[src/rtl/vga_register_scanner.sv]
// Purpose : 640x480@60 VGA scan initiator for the register display. Generates
//           x/y counts, per-row register index/value/centre for the renderer,
//           and registers its show return into rgb plus hsync/vsync.
// Latency : hsync/vsync/rgb lag x/y by one enabled cycle; frame_start is a
//           one-clk pulse at the edge that takes the register snapshot.
// Backpressure: none; pix_en gates all scan state, which holds while it is low.
//
// Ports:
//   clk, rst        clock and synchronous active-low reset
//   pix_en          pixel-clock enable
//   reg_flat        16 x 16-bit CPU registers, register i at [16i+15:16i]
//   show            renderer pixel-on, combinational from the outputs below
//   x, y            current scan position
//   center_x/_y     renderer centre for the current register row
//   register_index  register on the current row
//   register_value  frame-stable snapshot of that register
//   hsync, vsync    active-low syncs, registered
//   rgb             registered pixel colour
//   frame_start     one-clk pulse when the snapshot is taken
module vga_register_scanner #(
  parameter int          H_VISIBLE = 640,
  parameter int          H_FP      = 16,
  parameter int          H_SYNC    = 96,
  parameter int          H_BP      = 48,
  parameter int          V_VISIBLE = 480,
  parameter int          V_FP      = 10,
  parameter int          V_SYNC    = 2,
  parameter int          V_BP      = 33,
  parameter int          Y_TOP     = 40,
  parameter int          ROW_PITCH = 24,
  parameter int          X_CENTER  = 320,
  parameter logic [7:0]  FG_COLOR  = 8'hFF
) (
  input  logic         clk,
  input  logic         rst,
  input  logic         pix_en,
  input  logic [255:0] reg_flat,
  input  logic         show,
  output logic [10:0]  x,
  output logic [10:0]  y,
  output logic [10:0]  center_x,
  output logic [10:0]  center_y,
  output logic [3:0]   register_index,
  output logic [15:0]  register_value,
  output logic         hsync,
  output logic         vsync,
  output logic [7:0]   rgb,
  output logic         frame_start
);

  localparam logic [10:0] H_LAST   = 11'(H_VISIBLE + H_FP + H_SYNC + H_BP - 1);
  localparam logic [10:0] V_LAST   = 11'(V_VISIBLE + V_FP + V_SYNC + V_BP - 1);
  localparam logic [10:0] HS_BEG   = 11'(H_VISIBLE + H_FP);
  localparam logic [10:0] HS_END   = 11'(H_VISIBLE + H_FP + H_SYNC - 1);
  localparam logic [10:0] VS_BEG   = 11'(V_VISIBLE + V_FP);
  localparam logic [10:0] VS_END   = 11'(V_VISIBLE + V_FP + V_SYNC - 1);
  localparam logic [10:0] H_VIS_W  = 11'(H_VISIBLE);
  localparam logic [10:0] V_VIS_W  = 11'(V_VISIBLE);
  localparam logic [10:0] TBL_BEG  = 11'(Y_TOP);
  localparam logic [10:0] TBL_END  = 11'(Y_TOP + 16 * ROW_PITCH);
  localparam logic [10:0] PITCH_W  = 11'(ROW_PITCH);
  localparam logic [10:0] CY0      = 11'(Y_TOP + ROW_PITCH / 2);
  localparam logic [10:0] XC_W     = 11'(X_CENTER);

  logic [10:0]  x_q, x_d;
  logic [10:0]  y_q, y_d;
  logic [3:0]   row_q, row_d;
  logic [10:0]  line_q, line_d;
  logic [255:0] shadow_q, shadow_d;
  logic         hsync_q, hsync_d;
  logic         vsync_q, vsync_d;
  logic [7:0]   rgb_q, rgb_d;
  logic         frame_start_q, frame_start_d;

  logic         line_end;
  logic         frame_end;
  logic         in_table;
  logic [10:0]  y_next;

  assign line_end  = (x_q == H_LAST);
  assign frame_end = line_end && (y_q == V_LAST);
  assign in_table  = (y_q >= TBL_BEG) && (y_q < TBL_END);
  assign y_next    = (y_q == V_LAST) ? 11'd0 : y_q + 11'd1;

  always_comb begin
    x_d           = x_q;
    y_d           = y_q;
    row_d         = row_q;
    line_d        = line_q;
    shadow_d      = shadow_q;
    hsync_d       = hsync_q;
    vsync_d       = vsync_q;
    rgb_d         = rgb_q;
    // Pulse lasts one clk even if pix_en drops right after the boundary.
    frame_start_d = 1'b0;

    if (pix_en) begin
      x_d     = line_end ? 11'd0 : x_q + 11'd1;
      hsync_d = !((x_q >= HS_BEG) && (x_q <= HS_END));
      vsync_d = !((y_q >= VS_BEG) && (y_q <= VS_END));
      rgb_d   = ((x_q < H_VIS_W) && (y_q < V_VIS_W) && in_table && show)
                ? FG_COLOR : 8'h00;

      if (line_end) begin
        y_d = y_next;
        // Row tracking by counting lines, so no divide by ROW_PITCH is needed.
        if (y_next == TBL_BEG) begin
          row_d  = 4'd0;
          line_d = 11'd0;
        end else if (in_table) begin
          if (line_q == PITCH_W - 11'd1) begin
            line_d = 11'd0;
            // Row 15 holds past the table so the outputs keep the last row.
            if (row_q != 4'd15) begin
              row_d = row_q + 4'd1;
            end
          end else begin
            line_d = line_q + 11'd1;
          end
        end
      end

      if (frame_end) begin
        shadow_d      = reg_flat;
        frame_start_d = 1'b1;
      end
    end
  end

  always_ff @(posedge clk) begin
    if (!rst) begin
      x_q           <= 11'd0;
      y_q           <= 11'd0;
      row_q         <= 4'd0;
      line_q        <= 11'd0;
      shadow_q      <= '0;
      hsync_q       <= 1'b1;
      vsync_q       <= 1'b1;
      rgb_q         <= 8'h00;
      frame_start_q <= 1'b0;
    end else begin
      x_q           <= x_d;
      y_q           <= y_d;
      row_q         <= row_d;
      line_q        <= line_d;
      shadow_q      <= shadow_d;
      hsync_q       <= hsync_d;
      vsync_q       <= vsync_d;
      rgb_q         <= rgb_d;
      frame_start_q <= frame_start_d;
    end
  end

  assign x              = x_q;
  assign y              = y_q;
  assign center_x       = XC_W;
  assign center_y       = CY0 + 11'(row_q) * PITCH_W;
  assign register_index = row_q;
  assign register_value = shadow_q[{row_q, 4'b0000} +: 16];
  assign hsync          = hsync_q;
  assign vsync          = vsync_q;
  assign rgb            = rgb_q;
  assign frame_start    = frame_start_q;

endmodule

[config.mk]
export PLATFORM = sky130hd
export DESIGN_NAME = vga_register_scanner
export DESIGN_NICKNAME = d
export VERILOG_FILES = /design/src/rtl/vga_register_scanner.sv
export SDC_FILE = /design/constraint.sdc
export NUM_CORES = 1
export LEC_CHECK = 0
export BUFFER_PORTS_ARGS = -buffer_cell sky130_fd_sc_hd__buf_2
export CAP_MARGIN = 20
export CORE_ASPECT_RATIO = 0.5
export CORE_MARGIN = 4
export CORE_UTILIZATION = 55
export DETAILED_ROUTE_END_ITERATION = 7
export GPL_TIMING_DRIVEN = 1
export MAX_ROUTING_LAYER = met4
export PLACE_DENSITY = 0.9
export SYNTH_ARGS = -nofsm -noshare
export SYNTH_HDL_FRONTEND = slang
export SYNTH_SLANG_ARGS = --single-unit
[constraint.sdc]
create_clock -name clk -period 6.4 [get_ports clk]
set_clock_uncertainty 0.05 [all_clocks]
set_input_delay 0 -clock clk [delete_from_list [all_inputs] [get_ports clk]]
set_output_delay 0 -clock clk [all_outputs]
set_load 0.02 [all_outputs]
# == After elaboration in Yosys (flattened, before gate mapping) ==
# Cells that the tools add are included.
# totals
regBits,304
input_bits,260
out_inout_bits,75
# op_classes
n_addsub,5
mul,1
magnitude_cmp,8
n_eq_ne,5
shifts,1
muxes,11
n_reduce_logical,17
# op_table
operator,count
256-bit by 9-bit variable part select with 16-bit output,1
11-bit 2-to-1 mux,5
"11-bit by 1-bit adder with 11-bit output, second input constant",3
"11-bit by 10-bit == test with 1-bit output, second input constant",2
"11-bit by 9-bit less-than comparator with 1-bit output, second input constant",2
4-bit 2-to-1 mux,4
"11-bit by 5-bit == test with 1-bit output, second input constant",1
"11-bit by 6-bit == test with 1-bit output, second input constant",1
"11-bit by 10-bit greater-or-equal comparator with 1-bit output, second input constant",1
"11-bit by 6-bit greater-or-equal comparator with 1-bit output, second input constant",1
"11-bit by 9-bit greater-or-equal comparator with 1-bit output, second input constant",1
"11-bit by 10-bit <= comparator with 1-bit output, second input constant",1
"11-bit by 9-bit <= comparator with 1-bit output, second input constant",1
"11-bit by 10-bit less-than comparator with 1-bit output, second input constant",1
"6-bit by 9-bit adder with 10-bit output, first input constant",1
8-bit 2-to-1 mux,1
1-bit logical AND,7
"4-bit by 2-bit multiplier with 6-bit output, second input constant",1
2-bit AND reduction,3
2-bit nonzero test,3
5-bit AND reduction,1
"4-bit by 1-bit adder with 4-bit output, second input constant",1
"4-bit != test, second input constant",1
3-bit AND reduction,1
2 further kinds,3

# == Logic depth before layout (Yosys ltp) ==
# Gate-level depths: netlist of run 1.
# depth
word_depth,5
depth_mapped,11
mapped_depth_nobuf,8

# == Worst setup path after synthesis of run 1 ==
# OpenSTA, ideal clock, no wires.
# synth_timing
path_type,register -> output
startpoint,"register row_q[1], in the netlist register_index[1]"
endpoint,output center_y[8]
arrival_ns,3.043
t_required_ns,6.350
path_slack_ns,3.307
stages_incl_launch_ff,10
path_cell_list,dfxtp_1 buf_1 clkbuf_1 inv_1 fa_1 ha_1 or3_1 mux2_2 a21oi_1 o211ai_1
# synth_via
elab_chain_cells,2
# synth_rtl
item,line_no,source
"start, declared",67,"logic [3:0] row_q, row_d;"
"start signal, assigned",144,row_q <= row_d;
4-bit by 2-bit multiplier with 6-bit output,157,assign center_y = CY0 + 11'(row_q) * PITCH_W;
6-bit by 9-bit adder with 10-bit output,157,
"end, declared",42,"output logic [10:0] center_y,"
# Every way passes these cells.

# == Worst setup path after layout of run 1 ==
# layout_timing
startpoint,"register x_q[0], in the netlist x[0]"
endpoint,register shadow_q[215]
# layout_via
elab_chain_cells,3
# layout_rtl
item,line_no,source
"start, declared",65,"logic [10:0] x_q, x_d;"
"start signal, assigned",132,x_q <= 11'd0;
"start signal, assigned",142,x_q <= x_d;
11-bit by 10-bit == test with 1-bit output,80,assign line_end = (x_q == H_LAST);
1-bit logical AND,81,assign frame_end = line_end && (y_q == V_LAST);
2-bit AND reduction (no line),--,
"end signal, assigned",146,shadow_q <= shadow_d;
"end, declared",69,"logic [255:0] shadow_q, shadow_d;"
# Every way passes these cells.
# A chain may end at the register's enable or synchronous reset.

==> results of run 1 <==
-- critical path: cells and delay by family (launching register included) --
kind / cells / cell delay, ns
AO/OA/AOI/OAI: 1 / 0.57
adder cells (fa/ha/maj): 1 / 0.26
flip-flops: 1 / 0.37
AND/OR/NAND/NOR: 5 / 1.49
buffers and inverters: 1 / 0.55
-- stage by stage --
stage,power (W),hold slack [ns]
after global routing,0.00386,0.182
after floorplan,0.00194,0.0905
final,0.00378,0.182
after global placement,0.00203,0.196
after CTS,0.00372,0.167
after detailed placement,0.00203,0.201
-- cell type report --
class                      count  share of cell area (%)
multi-input combinational   1116                    36.7
timing repair buffer         586                    23.3
sequential                   297                    32.4
clock buffer                  38                    4.17
antenna                       29                   0.395
tap                          315                    2.15
clock inverter                 9                   0.470
inverter                      16                   0.368
-- worst paths after layout --
check	to	slack, ns	cells past startpoint
worst max-delay path	shadow_q[215]	2.80	8
worst min-delay path	shadow_q[159]	0.18	4
worst max register to register	shadow_q[215]	2.80	8
worst min register to register	shadow_q[35]	0.40	2
-- layout by cell type, fill, tap and decap left out, types with 4 or more instances in the layout --
| master | n |
|---|---|
| clkbuf_1 | 5 |
| clkbuf_16 | 26 |
| nand2b_1 | 5 |
| mux4_2 | 80 |
| o21ai_0 | 19 |
| nand2_1 | 544 |
| buf_2 | 319 |
| o211ai_1 | 4 |
| clkbuf_8 | 7 |
| and4_1 | 4 |
| nor3_1 | 9 |
| a21oi_1 | 275 |
| xor2_1 | 8 |
| ha_1 | 11 |
| o2111ai_1 | 8 |
| inv_1 | 14 |
| nand4_1 | 14 |
| conb_1 | 15 |
| clkinv_2 | 5 |
| nand3_1 | 15 |
| nor4_1 | 5 |
| dlygate4sd3_1 | 259 |
| buf_4 | 5 |
| o31ai_1 | 4 |
| nor2_1 | 23 |
| xnor2_1 | 10 |
| and3_1 | 5 |
| diode_2 | 29 |
| or3_1 | 9 |
| nor4b_1 | 4 |
| dfxtp_1 | 295 |
-- Yosys cell counts, types with 8 or more instances --
master     count
nand3_1       15
nand4_1       14
a21oi_1      275
clkbuf_1      78
nand2_1      545
inv_1         15
buf_4         24
xor2_1         8
nor3_1         9
buf_2         35
o2111ai_1      8
ha_1          11
mux4_2        80
or3_1          9
dfxtp_1      297
o21ai_0       19
xnor2_1       10
nor2_1        23
-- power groups by stage --
stage / sequential, W / clock, W / combinational, W
after floorplan: 0.00189 / 0 / 0.0000478
after global placement: 0.00189 / 0 / 0.000142
after detailed placement: 0.00189 / 0 / 0.000140
after global routing: 0.00185 / 0.00170 / 0.000310
after CTS: 0.00185 / 0.00160 / 0.000264
final: 0.00185 / 0.00164 / 0.000297
-- logic make-up (layout without fill, tap and decap cells) --
logic type                 Yosys count  after routing  share of synthesized area (%)
and+or+nand+nor                    661            661                           20.8
AOI/OAI and AO/OA                  326            326                           13.0
DFF                                297            297                           44.5
buffers and inverters              160            649                           5.55
muxes                               84             84                           13.8
xor gates and xnor gates            18             18                           1.18
adders and majority gates           12             12                           1.18
other                                2             44                         0.0562
-- state kept, by name, indices dropped and copies added (netlist names) --
register	flops
vsync	1
line_q	11
register_index	4
shadow_q	256
rgb	1
y	11
frame_start	1
x	11
hsync	1
-- per-layer routing --
layer	global-route usage (%)	up-vias	routed length, µm
li1	-	6311	-
met1	44.3	6939	18800
met2	64.6	1371	25500
met3	18.5	541	7410
met4	32.5	0	5990
met5	-	-	0
==> results.json, run 1 <==
{
  "antenna_found_initial": 25,
  "pwr-share-comb_pct": 7.8,
  "grt_setup_unrepaired": "false",
  "via_count": 15200,
  "maxSlewViolCount": 0,
  "drive_gt1_share_pct": 22.6,
  "worstSetupStartpointType": "flip-flop",
  "cpPeakStageDelay_ns": 0.82,
  "start_util_pct": 55.8,
  "synth_top_area_share_pct": 44.5,
  "dp_cells": 2070,
  "worstSetupEndpointType": "flip-flop",
  "max_clock_freq_mhz": 277,
  "synth.cell_area_um2": 13400,
  "arrival_ns": 3.96,
  "dp_slack_ns": 2.86,
  "cts_sinks": 297,
  "fin_tns_setup_ns": 0,
  "fill_cells": 1401,
  "synth.distinct_cells": 54,
  "layout.cells.non_filler": 2406,
  "final_hold_viol_count": 0,
  "ys_top_cells_by_area": "dfxtp_1, nand2_1, mux4_2, a21oi_1, clkbuf_1",
  "avgSynthCellArea_um2": 8.57,
  "slowest_stage": "nand2_4",
  "path_clk_slew_ns": 0.08,
  "drv_cap": 0,
  "leakage_nw": 6.73,
  "cp_max_fo": 156,
  "detail_route.first_pass.iterations": 8,
  "ios": 335,
  "rows": 40,
  "synth_seq_cells": 297,
  "fin_crit_sh_pct": 56.3,
  "synth_edf_count": 0,
  "drt_wl_total_mm": 57.7,
  "coreArea_um2": 24000,
  "cp.required_ns": 6.75,
  "dpl.hpwl_mm": 26.5,
  "async_reset_ff_share_pct": 0,
  "die-area_um2": 27000,
  "r2r_start": "x[0]",
  "nNetsFinal": 2315,
  "grt_pass1_wl_mm": 86.7,
  "cts_tree": "yes",
  "cts.path.max_buffers": 3,
  "max_slew_margin_pct": 23.2,
  "numCtsBuffers": 26,
  "drtAntennaViolNets": 0,
  "yosysTopAreaCell": "dfxtp_1",
  "grt_pass1_vias": 15000,
  "worst_pin_slew_ns": 1.15,
  "vdd_drop_max_v": 0.000185,
  "setup_viol": 0,
  "insertion_delay_ns": 0.55,
  "viasPerCell": 6.30,
  "die_h_um": 118,
  "switchingPower_w": 0.000897,
  "area_growth_pct": 37.4,
  "clkPwrFrac_pct": 43.3,
  "yosysSeqAreaShare_pct": 44.5,
  "gp_congestion": 0.877,
  "grt_start_max_net_pins": 169,
  "min_path_type": "in -> reg",
  "port_buffers": 319,
  "post-route-util_pct": 76.6,
  "p_seq_share_pct": 48.9,
  "crit_type": "reg -> reg",
  "htreeDepth": 1,
  "startpoint": "x[0]",
  "multi_input_area_um2": 6750,
  "drc": 24,
  "switching_share_pct": 23.7,
  "cts_hold_buf": 259,
  "synth_cells": 1560,
  "cts_resized": 0,
  "min_period_ns": 3.60,
  "hp-start": "reg_flat[159]",
  "seqCellArea_um2": 5950,
  "status": "finished, violations left",
  "wl_per_cell_um": 24.0,
  "yosys_warnings": 0,
  "synthFlopType": "dfxtp_1",
  "power_density_nw_per_um2": 206,
  "cts_setup_buffers": 0,
  "drt-initial-drc-count": 2403,
  "root_buffer": "clkbuf_16",
  "failed_checks": "design-rule violations",
  "p_int_w": 0.00289,
  "grt-ovfl-total": 0,
  "die_w_um": 229,
  "place_area_um2": 14800,
  "crit_chain": "ha_1 -> nand4_1 -> nor2_1 -> and3_1 -> nand2_4 -> buf_12 -> nand2_1 -> a21oi_1",
  "postLayoutCellArea_um2": 18400,
  "grtUsageTotal_pct": 42.7,
  "setup_slack_ns": 2.80
}
Power figures use the tool's default switching activity.
==> inputs of run 2 (changes only) <==
--- a/config.mk
+++ b/config.mk
@@ -9,11 +9,11 @@
 export CAP_MARGIN = 20
 export CORE_ASPECT_RATIO = 0.5
 export CORE_MARGIN = 4
-export CORE_UTILIZATION = 55
+export CORE_UTILIZATION = 54
 export DETAILED_ROUTE_END_ITERATION = 7
 export GPL_TIMING_DRIVEN = 1
 export MAX_ROUTING_LAYER = met4
-export PLACE_DENSITY = 0.9
+export PLACE_DENSITY = 0.89
 export SYNTH_ARGS = -nofsm -noshare
 export SYNTH_HDL_FRONTEND = slang
 export SYNTH_SLANG_ARGS = --single-unit
==> constraint.sdc (replaced) <==
create_clock -name clk -period 3.8 [get_ports clk]
set_clock_uncertainty 0.05 [all_clocks]
set_input_delay 0 -clock clk [delete_from_list [all_inputs] [get_ports clk]]
set_output_delay 0 -clock clk [all_outputs]
set_load 0.02 [all_outputs]
==> results.json, run 2 (same netlist as run 1, synthesis figures left out) <==
{
  "status": "completed",
  "p_seq_share_pct": 49.3,
  "postLayoutCellArea_um2": 18400,
  "fin_crit_sh_pct": 84.3,
  "maxSlewViolCount": 0,
  "setup_viol": 0,
  "grt_start_max_net_pins": 257,
  "switchingPower_w": 0.00151,
  "htreeDepth": 1,
  "cp.required_ns": 3.75,
  "path_clk_slew_ns": 0.07,
  "crit_type": "reg -> out",
  "min_path_type": "in -> reg",
  "cts.path.max_buffers": 3,
  "gp_congestion": 0.934,
  "power_density_nw_per_um2": 344,
  "die-area_um2": 27500,
  "cts_tree": "yes",
  "worstSetupStartpointType": "flip-flop",
  "place_area_um2": 14900,
  "arrival_ns": 3.15,
  "dp_cells": 2095,
  "r2r_start": "x[0]",
  "worstSetupEndpointType": "output pin",
  "hp-start": "reg_flat[183]",
  "final_hold_viol_count": 0,
  "grt_setup_unrepaired": "false",
  "met3_usage_pct": 11.6,
  "hold_ws_ns": 0.194,
  "max_clock_freq_mhz": 312,
  "largest_register_ffs": 256,
  "leakage_nw": 6.74,
  "cts_resized": 0,
  "grt_pass1_vias": 14900,
  "layout.cells.non_filler": 2423,
  "grt_pass1_wl_mm": 84.0,
  "drc": 0,
  "drv_cap": 0,
  "root_buffer": "clkbuf_16",
  "start_util_pct": 55.3,
  "setup_slack_ns": 0.598,
  "cts_sinks": 297,
  "grt-ovfl-total": 0,
  "via_count": 15000,
  "mostFrequentLayoutCell": "nand2_1",
  "drt_wl_total_mm": 55.8,
  "worst_pin_slew_ns": 1.18,
  "grtUsageTotal_pct": 40.4,
  "pwr-share-comb_pct": 7.8,
  "area_growth_pct": 37.5,
  "cp_max_fo": 61,
  "numCtsBuffers": 26,
  "dp_slack_ns": 0.879,
  "rows": 40,
  "coreArea_um2": 24200,
  "busiest_layer": "met2",
  "fin_tns_setup_ns": 0,
  "vdd_drop_max_v": 0.000295,
  "grt.met1_usage_pct": 45.0,
  "insertion_delay_ns": 0.55,
  "cts_setup_buffers": 0,
  "viasPerCell": 6.21,
  "drtAntennaViolNets": 0,
  "startpoint": "register_index[1]",
  "die_w_um": 231,
  "dpl.hpwl_mm": 26.7,
  "die_h_um": 119,
  "min_period_ns": 3.20,
  "nNetsFinal": 2319,
  "port_buffers": 319,
  "switching_share_pct": 23.9,
  "grt_use_met2_pct": 62.6,
  "detail_route.first_pass.iterations": 6,
  "p_int_w": 0.00481,
  "ios": 335,
  "drt-initial-drc-count": 2654,
  "largest_register": "shadow_q",
  "antenna_found_initial": 18,
  "clkPwrFrac_pct": 43.0,
  "max_slew_margin_pct": 21.4,
  "wl_per_cell_um": 23.0,
  "layout_common_cells": "nand2_1, buf_2, dfxtp_1, a21oi_1, dlygate4sd3_1",
  "drive_gt1_share_pct": 22.7
}
run 2: layout make-up:
| cell class | count | area (µm²) |
|---|---|---|
| clock buffers | 38 | 777 |
| fillers | 1475 | 5780 |
| multi-input cells | 1116 | 6750 |
| inverters | 16 | 67.6 |
| diodes | 23 | 57.6 |
| repair buffers | 590 | 4330 |
| clock inverters | 7 | 46.3 |
| flip-flops and latches | 297 | 5950 |
| well taps | 336 | 420 |
run 2: routing by layer:
metal	wire length (µm)	vias up	share of wire [%]
li1	-	6305	-
met1	18400	6874	33
met2	25600	1362	46
met3	6490	494	12
met4	5300	0	9.5
met5	0	-	0
run 2: power by group through the flow:
stage	sequential [W]	combinational, W	clock, W
global route	0.00311	0.000512	0.00283
detailed placement	0.00319	0.000239	0
finish	0.00311	0.000491	0.00272
floorplan	0.00319	0.0000805	0
CTS	0.00311	0.000448	0.00264
global placement	0.00319	0.000242	0
run 2: critical path, cell delays in order, from the launching register on:
cell and delay [ns]:
dfxtp_4 0.43, buf_4 0.80, mux4_2 0.67, mux4_2 0.47
buf_2 0.21
run 2: timing repair:
item | 4_1_cts | 5_1_grt
endpoints found under the setup margin | 0 | 0
hold buffers | 259 | 0
endpoints found under the hold margin | 277 | 0
run 2: metrics by stage:
stage                     util, %  power (W)
after detailed placement     61.7    0.00343
after global placement       61.7    0.00343
final                        76.1    0.00632
after global routing         76.1    0.00645
after CTS                    75.8    0.00620
after floorplan                 -    0.00327
run 2: path summary, 6_finish.rpt:
kind                             to  slack [ns]  cells past startpoint
setup / recovery  register_value[3]        0.60                      4
hold / removal        shadow_q[183]        0.19                      4
setup reg to reg      shadow_q[194]        0.66                      8
hold reg to reg       shadow_q[139]        0.40                      2
